## src/rtl/game_flow_fsm.sv

```systemverilog
// Page and turn controller for the game.
// Tracks the current page and the menu/action cursors, runs the ATTACK and
// DODGE turn timers, and turns raw key codes into single press events.
// Every output comes straight from a register.
module game_flow_fsm #(
  parameter int unsigned MENU_ITEMS    = 3,
  parameter int unsigned ACTION_ITEMS  = 4,
  parameter int unsigned SEL_W         = 2,
  parameter int unsigned TIMER_W       = 16,
  parameter int unsigned ATTACK_CYCLES = 500,
  parameter int unsigned DODGE_CYCLES  = 1000
) (
  input  logic               clk,
  input  logic               rst_n,
  input  logic [3:0]         keyboard_i,
  input  logic               setup_done_i,
  input  logic               is_death_i,
  output logic [3:0]         page_o,
  output logic               page_changed_o,
  output logic [SEL_W-1:0]   menu_sel_o,
  output logic [SEL_W-1:0]   action_sel_o,
  output logic               action_pick_o,
  output logic [TIMER_W-1:0] timer_o,
  output logic               strike_valid_o,
  output logic [TIMER_W-1:0] strike_pos_o,
  output logic [3:0]         player_instruction_o,
  output logic               is_move_o
);

  typedef enum logic [3:0] {
    StNull     = 4'b0000,
    StMenu     = 4'b0001,
    StGameover = 4'b0010,
    StStart    = 4'b1000,
    StDodge    = 4'b1001,
    StAttack   = 4'b1010,
    StAction   = 4'b1011
  } page_e;

  localparam logic [3:0] KeyIdle  = 4'd0;
  localparam logic [3:0] KeyUp    = 4'd1;
  localparam logic [3:0] KeyLeft  = 4'd2;
  localparam logic [3:0] KeyDown  = 4'd3;
  localparam logic [3:0] KeyRight = 4'd4;
  localparam logic [3:0] KeyEnter = 4'd5;

  localparam logic [SEL_W-1:0]   MenuLast   = SEL_W'(MENU_ITEMS - 1);
  localparam logic [SEL_W-1:0]   ActionLast = SEL_W'(ACTION_ITEMS - 1);
  localparam logic [TIMER_W-1:0] AttackLoad = TIMER_W'(ATTACK_CYCLES - 1);
  localparam logic [TIMER_W-1:0] DodgeLoad  = TIMER_W'(DODGE_CYCLES - 1);

  page_e              page_q, page_d;
  logic               page_changed_q, page_changed_d;
  logic [SEL_W-1:0]   menu_sel_q, menu_sel_d;
  logic [SEL_W-1:0]   action_sel_q, action_sel_d;
  logic               action_pick_q, action_pick_d;
  logic [TIMER_W-1:0] timer_q, timer_d;
  logic               strike_valid_q, strike_valid_d;
  logic [TIMER_W-1:0] strike_pos_q, strike_pos_d;
  logic [3:0]         pinstr_q, pinstr_d;
  logic               is_move_q, is_move_d;
  logic [3:0]         key_prev_q;

  logic [3:0] key_c;
  logic       press;
  logic       up_ev, down_ev, left_ev, right_ev, enter_ev;

  // Key decode: unknown codes count as IDLE; an event is an IDLE -> key edge.
  always_comb begin
    key_c    = (keyboard_i > KeyEnter) ? KeyIdle : keyboard_i;
    press    = (key_c != KeyIdle) && (key_prev_q == KeyIdle);
    up_ev    = press && (key_c == KeyUp);
    down_ev  = press && (key_c == KeyDown);
    left_ev  = press && (key_c == KeyLeft);
    right_ev = press && (key_c == KeyRight);
    enter_ev = press && (key_c == KeyEnter);
  end

  // Next-state logic for the page, cursors, timer and registered outputs.
  always_comb begin
    page_d         = page_q;
    menu_sel_d     = menu_sel_q;
    action_sel_d   = action_sel_q;
    action_pick_d  = 1'b0;
    timer_d        = timer_q;
    strike_valid_d = 1'b0;
    strike_pos_d   = strike_pos_q;
    pinstr_d       = KeyIdle;

    case (page_q)
      StNull: page_d = StMenu;
      StMenu: begin
        if (up_ev) begin
          menu_sel_d = (menu_sel_q == '0) ? MenuLast : menu_sel_q - 1'b1;
        end else if (down_ev) begin
          menu_sel_d = (menu_sel_q == MenuLast) ? '0 : menu_sel_q + 1'b1;
        end else if (enter_ev && (menu_sel_q == '0)) begin
          page_d = StStart;
        end
      end
      StStart: begin
        if (setup_done_i) begin
          page_d       = StAction;
          action_sel_d = '0;
        end
      end
      StAction: begin
        if (is_death_i) begin
          page_d  = StGameover;
          timer_d = '0;
        end else if (left_ev) begin
          action_sel_d = (action_sel_q == '0) ? ActionLast : action_sel_q - 1'b1;
        end else if (right_ev) begin
          action_sel_d = (action_sel_q == ActionLast) ? '0 : action_sel_q + 1'b1;
        end else if (enter_ev) begin
          if (action_sel_q == '0) begin
            page_d  = StAttack;
            timer_d = AttackLoad;
          end else begin
            action_pick_d = 1'b1;
            page_d        = StDodge;
            timer_d       = DodgeLoad;
          end
        end
      end
      StAttack: begin
        if (is_death_i) begin
          page_d  = StGameover;
          timer_d = '0;
        end else if (timer_q == '0) begin
          // Expiry wins over a same-cycle ENTER: that counts as a miss.
          strike_valid_d = 1'b1;
          strike_pos_d   = '0;
          page_d         = StDodge;
          timer_d        = DodgeLoad;
        end else if (enter_ev) begin
          strike_valid_d = 1'b1;
          strike_pos_d   = timer_q;
          page_d         = StDodge;
          timer_d        = DodgeLoad;
        end else begin
          timer_d = timer_q - 1'b1;
        end
      end
      StDodge: begin
        if (is_death_i) begin
          page_d  = StGameover;
          timer_d = '0;
        end else if (timer_q == '0) begin
          page_d = StAction;
        end else begin
          timer_d = timer_q - 1'b1;
        end
      end
      StGameover: begin
        if (enter_ev) begin
          page_d       = StMenu;
          menu_sel_d   = '0;
          action_sel_d = '0;
        end
      end
      default: page_d = StNull;
    endcase

    // Motion only while staying in DODGE, so it drops to IDLE as the page leaves.
    if ((page_q == StDodge) && (page_d == StDodge) &&
        (key_c >= KeyUp) && (key_c <= KeyRight)) begin
      pinstr_d = key_c;
    end
    is_move_d      = (pinstr_d != KeyIdle);
    page_changed_d = (page_d != page_q);
  end

  // State and output registers.
  always_ff @(posedge clk or negedge rst_n) begin
    if (!rst_n) begin
      page_q         <= StNull;
      page_changed_q <= 1'b0;
      menu_sel_q     <= '0;
      action_sel_q   <= '0;
      action_pick_q  <= 1'b0;
      timer_q        <= '0;
      strike_valid_q <= 1'b0;
      strike_pos_q   <= '0;
      pinstr_q       <= KeyIdle;
      is_move_q      <= 1'b0;
      key_prev_q     <= KeyIdle;
    end else begin
      page_q         <= page_d;
      page_changed_q <= page_changed_d;
      menu_sel_q     <= menu_sel_d;
      action_sel_q   <= action_sel_d;
      action_pick_q  <= action_pick_d;
      timer_q        <= timer_d;
      strike_valid_q <= strike_valid_d;
      strike_pos_q   <= strike_pos_d;
      pinstr_q       <= pinstr_d;
      is_move_q      <= is_move_d;
      key_prev_q     <= key_c;
    end
  end

  assign page_o               = page_q;
  assign page_changed_o       = page_changed_q;
  assign menu_sel_o           = menu_sel_q;
  assign action_sel_o         = action_sel_q;
  assign action_pick_o        = action_pick_q;
  assign timer_o              = timer_q;
  assign strike_valid_o       = strike_valid_q;
  assign strike_pos_o         = strike_pos_q;
  assign player_instruction_o = pinstr_q;
  assign is_move_o            = is_move_q;

endmodule

```

## config.mk

```make
export PLATFORM = sky130hd
export DESIGN_NAME = game_flow_fsm
export DESIGN_NICKNAME = d
export VERILOG_FILES = /design/src/rtl/game_flow_fsm.sv
export SDC_FILE = /design/constraint.sdc
export NUM_CORES = 1
export LEC_CHECK = 0
export CORE_MARGIN = 2
export CORE_UTILIZATION = 56
export DETAILED_ROUTE_END_ITERATION = 10
export PLACE_DENSITY = 0.83
export REMOVE_ABC_BUFFERS = 1
export SLEW_MARGIN = 0
export SYNTH_ARGS = -nofsm -noshare
export SYNTH_HDL_FRONTEND = slang
export SYNTH_SLANG_ARGS = --single-unit
```

## constraint.sdc

```tcl
create_clock -name clk -period 5.85 [get_ports clk]
set_input_delay 1.17 -clock clk [delete_from_list [all_inputs] [get_ports clk]]
set_output_delay 1.17 -clock clk [all_outputs]
set_load 0.005 [all_outputs]
```

After elaboration in Yosys (flattened, before gate mapping)
Cells that the tools add are included.
Storage, ports and cells
  input port bits: 8
  output and inout bits: 48
  logic and storage cells: 123
  flip-flop bits (word level): 52
Cells by class
  $lt $le $gt $ge: 3
  reduce and logical (&&, ||, !) cells: 25
  bitwise operators: 1
  equal/unequal tests: 24
  mux-type cells: 54
  add/sub/neg operators: 5
Operators with widths (count)
  $mux 16: 11
  $mux 4: 16
  $pmux 16 s3: 1
  $pmux 4 s7: 1
  $mux 2: 12
  $eq 4x4->1 const B: 5
  $ne 3x3->1 const B: 6
  $logic_not 16->1: 1
  $sub 16x1->16 const B: 1
  $eq 4x2->1 const B: 3
  $logic_and 1x1->1: 10
  $mux 1: 10
  $mux 10: 1
  $reduce_and 5->1: 2
  $eq 4x1->1 const B: 2
  $eq 4x3->1 const B: 2
  $logic_not 4->1: 2
  $reduce_bool 4->1: 2
  $ne 2x2->1 const B: 3
  $pmux 2 s3: 1
  $reduce_and 3->1: 2
  $reduce_bool 3->1: 2
  $add 2x1->2 const B: 2
  $eq 2x2->1 const B: 2
  9 further kinds: 12

Longest topological paths before layout
Gate-level depths: netlist of run 1.
  word-level depth: 16
  mapped depth: 11
  depth with buffers taken out: 8

Worst setup path before layout of run 1
OpenSTA, ideal clock, no wires.
  path type: in2reg
  from: in keyboard_i[2]
  to: reg timer_q[5] (netlist: timer_o[5])
  required time: 5.729 ns
  path slack: 3.046 ns
  data arrival time: 2.683 ns
  stages: 8
  path buffers: 2
  library setup time: 0.121 ns
  path through: buf_2 > and4bb_2 > and2_1 > o21ai_1 > inv_1 > buf_2 > o311a_1 > o22a_1
On the way
  word-level cells in the longest chain between the ends: 9
  elaborated cells on any way between the ends: 18
  classes of those cells: order compare: 1; eq/ne: 6; mux: 5; reduce/logical: 6
RTL lines
  start, declared: line 15  | input logic [3:0] keyboard_i,
  $gt 4x3->1: line 70  | key_c = (keyboard_i > KeyEnter) ? KeyIdle : keyboard_i;
  $mux 4 *: line 70
  $reduce_bool 4->1: line 71  | press = (key_c != KeyIdle) && (key_prev_q == KeyIdle);
  $logic_and 1x1->1: line 71
  $logic_and 1x1->1: line 76  | enter_ev = press && (key_c == KeyEnter);
  $mux 16: line 136  | end else if (enter_ev) begin
  $mux 16: line 130  | end else if (timer_q == '0) begin
  $mux 16: line 127  | if (is_death_i) begin
  $pmux 16 s3: line 90  | case (page_q)
  end signal, assigned: line 194  | timer_q <= timer_d;
  end, declared: line 57  | logic [TIMER_W-1:0] timer_q, timer_d;
Every way passes the cells marked *; elsewhere a longest branch is shown, timed or not.
A chain may end at the register's enable or synchronous reset.

Worst setup path after layout of run 1
  from: in is_death_i
  to: reg timer_q[7] (netlist: timer_o[7])
On the way
  word-level cells in the longest chain between the ends: 2
  elaborated cells on any way between the ends: 9
  classes of those cells: eq/ne: 4; mux: 4; reduce/logical: 1
RTL lines
  start, declared: line 17  | input logic is_death_i,
  $ne 3x3->1 (no line), or another cell as far along
  $reduce_and 5->1 (no line) or $pmux 16 s3 (tied branches)
Several ways; a longest one is shown, not always the timed one.

==> impl_metrics.csv, run 1 <==
group,metric,value,unit
clock_network,clock_path_buffers,2,
sta,max_slew.worst_pin.slew,0.978,ns
clock_network,clkSlewWorstSetupHoldPaths,0.08,ns
logic_synthesis,synth_edf_count,0,
worst_setup_path,crit_type,"input pin to register",
route,drt_iter0_drc,323,
worst_setup_path,crit_arrival,3.58,ns
route,drc_errors,0,
worst_setup_path,start_kind,"input pin",
route,drtPass1Iterations,5,
route,vias_per_cell,6.16,
logic_synthesis,synth-main-ff-cell,"dfrtp_1",
sta,fin_crit,3.39,ns
clock_network,cts_setup_buffers,0,
worst_setup_path,reg2reg_depth,8,
sta,finalWorstSetupSlack,2.46,ns
worst_setup_path,rrSetupSlack,3.16,ns
die,rows,26,
power_and_ir_drop,leakagePower,1.48,nW
placed_design,place_congestion,0.848,
worst_setup_path,slowest_stage,"clkdlybuf4s50_1",
hold_path,hold_start,"strike_pos_o[8]",
placed_design,place_ws,2.23,ns
logic_synthesis,seq_area_frac_synth,45.3,%
sta,hold_ws,0.476,ns
logic_synthesis,synthArstFlopShare,100,%
logic_synthesis,yosysWarnings,0,
hold_path,hold_path_depth,2,
layout,n_antenna_cell,0,
die,io_pins,56,
placed_design,io_buffers,55,
placed_design,placedCellCount,418,
clock_network,cts_tree,"done",
clock_network,root_buffer,"clkbuf_8",
clock_network,h-tree-depth,2,
sta,post-route-period-util,57.9,%
logic_synthesis,netlist_area,2870,sq um
worst_setup_path,endpoint_kind,"register",
logic_synthesis,synthCells,305,
outcome,status,"complete, no violations",
layout,multi_input_comb_area,1450,sq um
layout,instances_no_fill,425,
clock_network,ctsResizeCount,0,
clock_network,cts_inserted_buffers,5,
clock_network,clock-sinks,52,
worst_setup_path,reg2reg_to,"timer_o[7]",
worst_setup_path,slowest_delay,0.96,ns
sta,relSlewSlack,34.1,%
layout,drive_gt1_share,6.20,%
logic_synthesis,synth_seq_cells,52,
worst_setup_path,path_cells,"clkdlybuf4s50_1, nor3b_1, a221oi_1, nand3_1, o22a_1",
route,antenna_left,0,
die,start_util,57.0,%
worst_setup_path,cp_top_family,"buffers and inverters",
layout,final_common_cell,"clkdlybuf4s50_1",
sta,rsz0062_at_grt,"no",
hold_path,hold_end,"strike_pos_o[8]",
die,die-height,75.6,microns
sta,slew_violations,0,
layout,fin_nets,369,
global_routing,grt_pass1_wl,11500,microns
worst_setup_path,reg2reg_from,"timer_o[0]",
die,fp.dieArea,5720,sq um
layout,syn_to_final_growth,23.6,%
global_routing,grtUsageTotal,26.2,%
worst_setup_path,path_buf_inv,1,
global_routing,grt_overflow_total,0,
sta,finalSetupViolCount,0,
hold_path,hp-class,"register to register",
flow_run,maxCapViolCount,0,
sta,hold_viol_final,0,
logic_synthesis,synth.distinct_cells,66,
global_routing,antenna_found_initial,0,
layout,nFillCells,400,
worst_setup_path,path_max_fanout,21,
layout,mostFrequentLayoutCells,"clkdlybuf4s50_1 (54), dfrtp_1 (52), nand2_1 (51)",
clock_network,hold_buffers,0,
sta,tns,0,ns
logic_synthesis,syn_area_per_cell,9.42,sq um
placed_design,hpwl,4940,microns
die,core_area,5040,sq um
route,postRouteWirelength,7030,microns
sta,max_freq,0.295,GHz
worst_setup_path,required,6.04,ns
global_routing,first_global_vias,2402,
route,wl_per_cell,16.5,microns
power_and_ir_drop,p_per_area,208,nW/um^2
die,die_x,75.6,microns
layout,seq_area,1300,sq um
route,dr_total_vias,2619,
clock_network,worstSkewPairLatency,0.30,ns
global_routing,grt_start_max_net_pins,53,
sta,fin_skew,0.00516,ns
power_and_ir_drop,peakVddDrop,0.150,mV
power_and_ir_drop,total_power,738,uW
[cell type report]
type                       count  area share (%)
clock buffer                   7            2.71
inverter                      12            1.27
multi-input combinational    226            40.9
sequential                    52            36.6
tap                           70            2.47
timing repair buffer          58            16.0
[worst reg2reg max path: stages, from the launching register on]
cell and delay (ns):
dfrtp_1 0.44, inv_1 0.11, ha_1 0.22, nor4b_2 0.36, and4_1 0.47, o21ai_1 0.13
inv_1 0.51, o311a_1 0.27, o22a_1 0.13
[state kept, by name, indices dropped and copies added (netlist names)]
signal                cells
action_pick_o             1
strike_pos_o             16
page_changed_o            1
action_sel_o              2
timer_o                  16
player_instruction_o      4
key_prev_q                4
menu_sel_o                2
page_o                    4
is_move_o                 1
strike_valid_o            1
[worst max-delay path by stage]
stage | start | end | slack (ns) | cells after the start
after floorplan | keyboard_i[1] | timer_o[6] | 2.30 | 6
after global placement | is_death_i | timer_o[13] | 2.29 | 5
after detailed placement | is_death_i | timer_o[3] | 2.23 | 5
after CTS | is_death_i | timer_o[7] | 2.55 | 5
after global routing | is_death_i | timer_o[5] | 2.33 | 5
final | is_death_i | timer_o[7] | 2.46 | 5
[report_power, final]
| group | total (mW) | switching [mW] | internal [mW] |
|---|---|---|---|
| logic | 0.123 | 0.0623 | 0.0610 |
| registers | 0.398 | 0.0232 | 0.375 |
| clock network | 0.217 | 0.111 | 0.106 |
[metal layers]
metal	wire, microns	vias to the layer above	global-route usage, %
met5	0	-	0
met4	167	0	10.3
met3	441	17	4.50
met2	3510	117	42.6
met1	2920	1257	35.1
li1	-	1228	-
[cell usage after synthesis, types with 5 or more instances]
| library cell | count | area (sq um) |
|---|---|---|
| o21ai_0 | 8 | 40.0 |
| dfrtp_1 | 52 | 1300 |
| a31oi_1 | 5 | 31.3 |
| clkbuf_1 | 7 | 26.3 |
| nor2b_1 | 7 | 43.8 |
| inv_1 | 12 | 45.0 |
| nand2_1 | 51 | 191 |
| buf_2 | 8 | 40.0 |
| ha_1 | 6 | 75.1 |
| nor3_1 | 6 | 30.0 |
| a21oi_1 | 13 | 65.1 |
| nor2_1 | 19 | 71.3 |
| nand3_1 | 6 | 30.0 |
| or4_1 | 7 | 52.6 |
| o31ai_1 | 11 | 82.6 |
[metrics by stage]
stage / utilization (%) / area (sq um)
6_report: 70.4 / 3550
3_3_place_gp: 68.5 / 3460
4_1_cts: 70.4 / 3550
2_1_floorplan: - / 2800
3_5_place_dp: 68.5 / 3460
5_1_grt: 70.4 / 3550
[logic make-up (layout without fill, tap and decap cells)]
group           Yosys count  in the layout  synth area share [%]
flops                    52             52                  45.3
xor+xnor                  3              3                 0.914
fa+ha+maj                 6              6                  2.61
other cells               1              3                 0.130
mux                       4              4                  1.44
compound gates           79             79                  19.9
simple gates            131            131                  25.3
buf+inv                  29             77                  4.40
Power figures use the tool's default switching activity.
==> inputs of run 2 (changes only) <==
CORE_UTILIZATION = 47   (was 56)
PLACE_DENSITY = 0.74   (was 0.83)
clock period = 2.92 ns   (was 5.85 ns; I/O delays follow)
==> run 2 against run 1 <==
Compared with the run above: worst setup slack worse by 2.0 ns; via count increased by 1.8%; non-clock buffer count grew 17; largest power group unchanged; critical path type is now register to register; sequential share of layout area is 1.2 points lower; global-route usage down 3.1 points; clock power is 85% higher; highest routed layer unchanged; clock-buffer cell count down 2; first-iteration DRC count decreased by 25%; register-to-register slack lost 2.7 ns.
==> impl_metrics.csv, run 2 (same netlist as run 1, synthesis figures left out) <==
group,metric,value,unit
outcome,status,"complete, no violations",
global_routing,grt_start_max_net_pins,33,
clock_network,clkSlewWorstSetupHoldPaths,0.09,ns
placed_design,io_buffers,55,
sta,finalSetupViolCount,0,
power_and_ir_drop,swShare,28.6,%
route,drtPass1Iterations,4,
layout,seq_area,1300,sq um
placed_design,dpl_cell_area,3590,sq um
worst_setup_path,crit_type,"register to register",
worst_setup_path,start_kind,"register",
clock_network,clock_path_buffers,2,
sta,slew_violations,0,
worst_setup_path,endpoint_kind,"register",
global_routing,busiest_layer,"met2",
die,die-height,82.2,microns
die,die_x,82.2,microns
sta,relSlewSlack,35.9,%
power_and_ir_drop,p_int,1.05,mW
route,drt_iter0_drc,241,
worst_setup_path,cp_common_cell,"buf_4",
power_and_ir_drop,peakVddDrop,0.238,mV
clock_network,worstSkewPairLatency,0.31,ns
layout,final_common_cell,"clkdlybuf4s50_1",
worst_setup_path,reg2reg_to,"timer_o[7]",
global_routing,grt_overflow_total,0,
sta,fin_crit,2.49,ns
sta,max_freq,0.402,GHz
global_routing,gr-usage-met1,34.0,%
power_and_ir_drop,pwr-share-seq,54.2,%
worst_setup_path,reg2reg_depth,9,
sta,hold_ws,0.307,ns
global_routing,use_met3,3.70,%
power_and_ir_drop,leakagePower,1.55,nW
global_routing,grt_pass1_wl,12100,microns
worst_setup_path,required,3.12,ns
worst_setup_path,crit_arrival,2.69,ns
route,wl_per_cell,16.3,microns
route,vias_per_cell,5.96,
layout,nFillCells,516,
worst_setup_path,reg2reg_from,"timer_o[0]",
worst_setup_path,path_cells,"inv_1, ha_1, nor4b_2, and4_1, buf_4, o21ai_1, buf_4, nand3_1, o22a_1",
route,antenna_left,0,
worst_setup_path,cp_top_family,"simple AND/OR/NAND/NOR gates",
layout,finalCoreUtilization,62.0,%
power_and_ir_drop,clkPwrFrac,27.4,%
layout,fin_area,3670,sq um
hold_path,hp-class,"input pin to async pin",
layout,fin_nets,386,
worst_setup_path,path_max_fanout,20,
power_and_ir_drop,p_per_area,400,nW/um^2
sta,hold_viol_final,0,
global_routing,antenna_found_initial,0,
clock_network,clock-sinks,52,
layout,multi_input_comb_area,1450,sq um
layout,n_antenna_cell,0,
route,postRouteWirelength,7290,microns
global_routing,use_met2,35.6,%
sta,fin_skew,0.00559,ns
die,fp.dieArea,6760,sq um
die,start_util,48.5,%
die,core_area,5920,sq um
sta,post-route-period-util,85.2,%
clock_network,root_buffer,"clkbuf_8",
power_and_ir_drop,p_comb_share,18.4,%
worst_setup_path,rrSetupSlack,0.43,ns
clock_network,cts_tree,"done",
sta,max_slew.worst_pin.slew,0.952,ns
clock_network,ctsResizeCount,0,
die,rows,28,
placed_design,hpwl,5290,microns
worst_setup_path,slowest_stage,"dfrtp_1",
worst_setup_path,path_buf_inv,3,
clock_network,h-tree-depth,2,
layout,mostFrequentLayoutCells,"clkdlybuf4s50_1 (54), dfrtp_1 (52), nand2_1 (51)",
layout,syn_to_final_growth,27.7,%
clock_network,hold_buffers,0,
worst_setup_path,slowest_delay,0.42,ns
power_and_ir_drop,switchingPower,420,uW
sta,rsz0062_at_grt,"no",
placed_design,place_congestion,0.989,
global_routing,first_global_vias,2437,
flow_run,maxCapViolCount,0,
clock_network,cts_setup_buffers,0,
die,io_pins,56,
route,dr_total_vias,2666,
route,drc_errors,0,
layout,drive_gt1_share,10.5,%
global_routing,grtUsageTotal,23.1,%
clock_network,cts_inserted_buffers,5,
## run 2: changes by cell type in the layout (fill, tap and decap cells not counted)
cell	change
buf_4	+17
clkinvlp_4	+1
clkbuf_8	-2
clkinv_2	+1
## run 2: how the worst max path moves through the flow
stage	from	endpoint	slack [ns]	cells past startpoint
6_report	timer_o[0]	timer_o[7]	0.43	9
2_1_floorplan	timer_o[0]	timer_o[6]	-0.09	8
4_1_cts	timer_o[0]	timer_o[2]	0.44	10
3_5_place_dp	keyboard_i[0]	timer_o[13]	0.17	6
3_3_place_gp	keyboard_i[2]	action_sel_o[1]	0.23	8
5_1_grt	timer_o[0]	timer_o[9]	0.19	10
## run 2: stage by stage
step                      power [mW]  setup TNS (ns)  std cells  setup slack, ns
after CTS                       1.48               0        447            0.435
after global placement          1.07               0        440            0.234
after floorplan                0.929          -0.267        290          -0.0937
after global routing            1.54               0        447            0.186
after detailed placement        1.08               0        440            0.173
final                           1.47               0        447            0.431
## run 2: area by class of cell
cell class / count / area share [%]
flip-flops and latches: 52 / 35.4
repair buffers: 75 / 19.0
clock inverters: 2 / 0.341
inverters: 12 / 1.23
clock buffers: 5 / 1.87
well taps: 75 / 2.56
multi-input cells: 226 / 39.6
## run 2: power groups by stage
stage               Sequential, mW  Clock [mW]  Combinational, mW
global placement             0.808           0              0.259
finish                       0.797       0.402              0.270
CTS                          0.796       0.410              0.271
floorplan                    0.804           0              0.125
global route                 0.803       0.438              0.298
detailed placement           0.810           0              0.270
## run 2: routing by layer
| metal | part of all wire (%) | vias up |
|---|---|---|
| li1 | - | 1266 |
| met4 | 0.95 | 0 |
| met2 | 46 | 102 |
| met3 | 5.8 | 8 |
| met5 | 0 | - |
| met1 | 47 | 1290 |
